$ cat src/rtl/apb_req_arbiter.sv
`default_nettype none
// ============================================================================
// Module   : apb_req_arbiter
// Brief    : Round-robin arbiter sharing one APB master command port between
//            two requesters, with a watchdog that turns a hung slave into an
//            error response.
// Revision : 1.0 - initial release
// ============================================================================
module apb_req_arbiter #(
  parameter int ADDR_W      = 8,
  parameter int DATA_W      = 8,
  parameter int TIMEOUT_CYC = 16
) (
  input  logic              PCLK,
  input  logic              PRESETn,
  // requester 0
  input  logic              req0_valid,
  output logic              req0_ready,
  input  logic              req0_write,
  input  logic [ADDR_W-1:0] req0_addr,
  input  logic [DATA_W-1:0] req0_wdata,
  output logic              rsp0_valid,
  output logic [DATA_W-1:0] rsp0_rdata,
  output logic              rsp0_err,
  // requester 1
  input  logic              req1_valid,
  output logic              req1_ready,
  input  logic              req1_write,
  input  logic [ADDR_W-1:0] req1_addr,
  input  logic [DATA_W-1:0] req1_wdata,
  output logic              rsp1_valid,
  output logic [DATA_W-1:0] rsp1_rdata,
  output logic              rsp1_err,
  // APB master command interface
  output logic              m_transfer,
  output logic              m_read_write,
  output logic [ADDR_W-1:0] m_write_paddr,
  output logic [ADDR_W-1:0] m_read_paddr,
  output logic [DATA_W-1:0] m_write_data,
  input  logic              m_done,
  input  logic [DATA_W-1:0] m_rdata,
  input  logic              m_slverr
);

  // Timer is at least one bit wide so a disabled watchdog still elaborates.
  localparam int TW = (TIMEOUT_CYC > 0) ? $clog2(TIMEOUT_CYC + 1) : 1;
  localparam logic [TW-1:0] TIMER_LAST = (TIMEOUT_CYC > 0) ? TW'(TIMEOUT_CYC - 1) : '0;
  localparam logic [TW-1:0] TIMER_MAX  = '1;

  localparam logic [1:0] S_IDLE  = 2'd0;
  localparam logic [1:0] S_ISSUE = 2'd1;
  localparam logic [1:0] S_WAIT  = 2'd2;
  localparam logic [1:0] S_RESP  = 2'd3;

  logic [1:0]        state_q, state_d;
  logic              rr_ptr_q, rr_ptr_d;
  logic              grant_q, grant_d;
  logic              write_q, write_d;
  logic [ADDR_W-1:0] addr_q, addr_d;
  logic [DATA_W-1:0] wdata_q, wdata_d;
  logic [TW-1:0]     timer_q, timer_d;
  logic [DATA_W-1:0] rdata_q, rdata_d;
  logic              err_q, err_d;

  logic sel_id;
  logic handshake;
  logic timeout_hit;

  // Requester selection: a lone requester wins, a tie goes to rr_ptr.
  // Ready is masked by reset so nothing is accepted while reset is asserted.
  always_comb begin
    sel_id      = (req0_valid & req1_valid) ? rr_ptr_q : req1_valid;
    handshake   = (state_q == S_IDLE) & (req0_valid | req1_valid) & PRESETn;
    req0_ready  = handshake & ~sel_id;
    req1_ready  = handshake & sel_id;
    timeout_hit = (TIMEOUT_CYC != 0) && (timer_q == TIMER_LAST);
  end

  // Next-state and datapath logic for the transaction sequencer.
  always_comb begin
    state_d  = state_q;
    rr_ptr_d = rr_ptr_q;
    grant_d  = grant_q;
    write_d  = write_q;
    addr_d   = addr_q;
    wdata_d  = wdata_q;
    timer_d  = timer_q;
    rdata_d  = rdata_q;
    err_d    = err_q;
    case (state_q)
      S_IDLE: begin
        if (handshake) begin
          grant_d  = sel_id;
          rr_ptr_d = ~sel_id;
          write_d  = sel_id ? req1_write : req0_write;
          addr_d   = sel_id ? req1_addr : req0_addr;
          // Reads present zero on the write-data bus.
          if (sel_id) wdata_d = req1_write ? req1_wdata : '0;
          else        wdata_d = req0_write ? req0_wdata : '0;
          state_d  = S_ISSUE;
        end
      end
      S_ISSUE: begin
        timer_d = '0;
        state_d = S_WAIT;
      end
      S_WAIT: begin
        // Saturating count; the timeout always fires before saturation.
        if (timer_q != TIMER_MAX) timer_d = timer_q + 1'b1;
        if (m_done) begin
          err_d   = m_slverr;
          rdata_d = (write_q | m_slverr) ? '0 : m_rdata;
          state_d = S_RESP;
        end else if (timeout_hit) begin
          err_d   = 1'b1;
          rdata_d = '0;
          state_d = S_RESP;
        end
      end
      default: begin
        state_d = S_IDLE;
      end
    endcase
  end

  // State registers with asynchronous clear.
  always_ff @(posedge PCLK or negedge PRESETn) begin
    if (!PRESETn) begin
      state_q  <= S_IDLE;
      rr_ptr_q <= 1'b0;
      grant_q  <= 1'b0;
      write_q  <= 1'b0;
      addr_q   <= '0;
      wdata_q  <= '0;
      timer_q  <= '0;
      rdata_q  <= '0;
      err_q    <= 1'b0;
    end else begin
      state_q  <= state_d;
      rr_ptr_q <= rr_ptr_d;
      grant_q  <= grant_d;
      write_q  <= write_d;
      addr_q   <= addr_d;
      wdata_q  <= wdata_d;
      timer_q  <= timer_d;
      rdata_q  <= rdata_d;
      err_q    <= err_d;
    end
  end

  // Output decode: command held from the latched request, response only to the winner.
  always_comb begin
    m_transfer    = (state_q == S_ISSUE);
    m_read_write  = write_q;
    m_write_paddr = addr_q;
    m_read_paddr  = addr_q;
    m_write_data  = wdata_q;
    rsp0_valid    = (state_q == S_RESP) & ~grant_q;
    rsp1_valid    = (state_q == S_RESP) & grant_q;
    rsp0_rdata    = rsp0_valid ? rdata_q : '0;
    rsp1_rdata    = rsp1_valid ? rdata_q : '0;
    rsp0_err      = rsp0_valid & err_q;
    rsp1_err      = rsp1_valid & err_q;
  end

endmodule
`default_nettype wire

$ cat config.mk
export PLATFORM = sky130hd
export DESIGN_NAME = apb_req_arbiter
export DESIGN_NICKNAME = d
export VERILOG_FILES = /design/src/rtl/apb_req_arbiter.sv
export SDC_FILE = /design/constraint.sdc
export NUM_CORES = 1
export LEC_CHECK = 0
export CELL_PAD_IN_SITES_DETAIL_PLACEMENT = 0
export CELL_PAD_IN_SITES_GLOBAL_PLACEMENT = 1
export CORE_MARGIN = 5
export CORE_UTILIZATION = 26
export DETAILED_ROUTE_END_ITERATION = 8
export GPL_TIMING_DRIVEN = 0
export PLACE_DENSITY_LB_ADDON = 0.05
export SETUP_SLACK_MARGIN = 0.1
export SLEW_MARGIN = 20
export SYNTH_ARGS = -nofsm -noshare
export SYNTH_HDL_FRONTEND = slang
export SYNTH_SLANG_ARGS = --single-unit
$ cat constraint.sdc
create_clock -name PCLK -period 1.64 [get_ports PCLK]
set_input_delay 0.328 -clock PCLK [delete_from_list [all_inputs] [get_ports PCLK]]
set_output_delay 0.328 -clock PCLK [all_outputs]
set_load 0.03 [all_outputs]
==> run metrics, run 1 <==
run status=finished with violations; failing checks=setup timing; DR WL/cell=15.82 um; Die X=94.65 um; n_diodes=0; Max VDD drop=0.0008405 V; mapped cell area=1863 um^2; cell internal pwr=3.585 mW; part of the power in combinational logic=57.1%; Fin. Hold Viols=0; Startpoint Class=flip-flop; initial DRC count=47; critical path data required time=1310 ps; Layout area overhead=90.46%; register area share after synthesis=47.01%; initial antenna violation count=0; crit path max fanout=5; ANT nets after route=0; Setup Crit Path Kind=flip-flop to output port; Seq cells post-synth=35; critical path endpoint category=output port; clock power share=16.0%; max_cap viols=0; vias in the first global route=1896; Layout Skew=10.76 ps; Flop pwr share=26.9%; Final Util=51.66%; Total Neg Setup Slack=-2393 ps; Total GRT Usage=14.13%; Slew headroom=57.12%; pin count of the biggest net entering global routing=22; CP arrival=1450 ps; Post-Syn Instances=170; die height=94.65 um; Hold WC Path Type=primary input to async pin; clk root buf=clkbuf_8; Worst-Margin Slew=641.1 ps; first-pass GRT wire length=9804 um; Synth Net Count=225; cts bufs inserted=5; gpl congestion=0.6975; share of layout cells above drive strength 1=41.67%; DRT Pass-1 Iters=4; share of the synthesized area in the top cell type=47.01%; synth warn=0; register clock-pin slew on the reported worst setup and hold paths=80 ps; Synth area leader=dfrtp_1; Top FF cell, synth=dfrtp_1; detailed placement HPWL=4158 um; Sw Ratio=39.34%; synth unique cells=37; die area=8959 um^2; Final Max Slew Viols=0; Leakage=1.704 nW; cell count of the worst reg-to-reg path=7; commonest cells in the netlist=dfrtp_1 (35), a221o_1 (17), and2_1 (16); final worst slack=-137.3 ps; vias post-DR=1845; most common cell in the netlist=dfrtp_1; Worst-Skew Late Latency=290 ps; PwrDens=1666 nW/um^2; Net Sw Power=2.325 mW; drt total wl=6263 um; starting density of the core=27.12%; row cnt=30; Setup Viol. Count Final=22; Via density=4.659; clock sink total=35; top post-synthesis cells by area=dfrtp_1 (47%), a221o_1 (9.1%), and2_1 (5.4%); H-tree depth=2; post-route DRC violation count=0; Post-synth ARST share=100.0%; number of synthesized flops with an enable pin=0; Min Clock Period, post-route=1777 ps; RSZ-0062 raised after global routing=true; CTS Buffer Depth=2; Mapped Avg Cell Area=10.96 um^2; CTS tree=done; PortBufs=95; global route overflow=0; Core Footprint=6869 um^2; Highest Clock Rate=562.7 MHz; period utilisation layout=108.4%; Final #Nets=354; Top Ports=96
## flip-flops by register name (all words and copies together), names as in the netlist
name / flops
rdata_q: 8
err_q: 1
m_read_write: 1
m_write_data: 8
state_q: 2
grant_q: 1
m_read_paddr: 8
timer_q: 5
rr_ptr_q: 1
## cell families (layout without fill, tap and decap cells)
logic type	Yosys count	after routing	synth area share, %
DFF	35	35	47.01
and+or+nand+nor	57	57	19.21
AOI/OAI and AO/OA	43	43	19.88
buffers and inverters	26	156	8.058
muxes	2	2	1.142
adders and majority gates	7	7	4.701
## routing by layer
layer | up-vias | global-route usage, % | routed length (um)
met1 | 898 | 18.61 | 2875
li1 | 879 | - | -
met5 | - | 0 | 0
met4 | 0 | 3.245 | 39
met3 | 4 | 4.064 | 369
met2 | 64 | 22.90 | 2978
## per-stage QoR
step / setup slack [ps] / total power, mW / instance area [um^2] / cells / hold slack [ps]
floorplan: 49.61 / 3.326 / 1912 / 170 / 32.41
global placement: -2086 / 4.418 / 2983 / 361 / 495.8
detailed placement: -1009 / 4.447 / 2998 / 362 / 264.7
CTS: -185.8 / 5.808 / 3447 / 389 / 516.0
global route: -191.2 / 6.285 / 3548 / 396 / 303.1
finish: -137.3 / 5.910 / 3548 / 396 / 241.7
## worst paths after layout
path	slack, ps	startpoint	to
worst min register to register	510	m_write_data[2]	m_write_data[2]
min in group PCLK	510	m_write_data[2]	m_write_data[2]
worst min-delay path	240	PRESETn	rdata_q[5]
max in group asynchronous	550	PRESETn	state_q[0]
worst max register to register	10	state_q[0]	m_write_data[0]
worst max-delay path	-140	state_q[0]	rsp0_rdata[7]
## power groups by stage
stage / clock (mW) / combinational (mW) / sequential (mW)
2_1_floorplan: 0 / 1.45 / 1.88
3_3_place_gp: 0 / 2.85 / 1.56
3_5_place_dp: 0 / 2.88 / 1.57
4_1_cts: 0.976 / 3.25 / 1.58
5_1_grt: 1.02 / 3.62 / 1.65
6_report: 0.946 / 3.37 / 1.59
## placed cells by master, fill, tap and decap left out, types with 3 or more instances in the layout
master,count
and2_4,16
clkdlybuf4s50_1,44
buf_4,33
nor2_1,3
dlygate4sd2_1,20
and3_2,4
and3_1,9
nand2b_1,3
ha_4,6
clkbuf_8,6
buf_8,3
dfrtp_1,33
inv_1,6
clkbuf_2,3
a221o_1,17
a22o_1,9
and3_4,9
clkdlybuf4s15_1,5
buf_6,24
## critical path, stage by stage, from the launching register on
cell     delay, ps
dfrtp_2        430
ha_4           170
nor2b_4        190
buf_8          130
and2_4         130
buf_6          120
## cell type report
class,instances,area (um^2)
Inverter,8,30.03
Clock buffer,5,68.82
Tap cell,96,120.1
Multi-Input combinational cell,109,1049
Clock inverter,3,67.56
Fill cell,632,3321
Timing Repair Buffer,122,1162
Sequential cell,35,878.3
Buffer,18,172.7
## repair_timing
action,in CTS,in global routing
gates cloned,4,0
hold buffers,3,0
resized for setup,238,23
hold endpoints to repair,13,0
pin swaps,19,12
endpoints found under the setup margin,79,59
setup buffers,12,7
Power figures use the tool's default switching activity.
==> inputs of run 2 (changes only) <==
--- a/config.mk
+++ b/config.mk
@@ -5,11 +5,13 @@
 export SDC_FILE = /design/constraint.sdc
 export NUM_CORES = 1
 export LEC_CHECK = 0
+export CAP_MARGIN = 25
 export CELL_PAD_IN_SITES_DETAIL_PLACEMENT = 0
 export CELL_PAD_IN_SITES_GLOBAL_PLACEMENT = 1
 export CORE_MARGIN = 5
 export CORE_UTILIZATION = 26
 export DETAILED_ROUTE_END_ITERATION = 8
+export GPL_ROUTABILITY_DRIVEN = 0
 export GPL_TIMING_DRIVEN = 0
 export PLACE_DENSITY_LB_ADDON = 0.05
 export SETUP_SLACK_MARGIN = 0.1
==> results of run 2 <==
No change in the layout: final DEF, timing and power equal those of run 1.
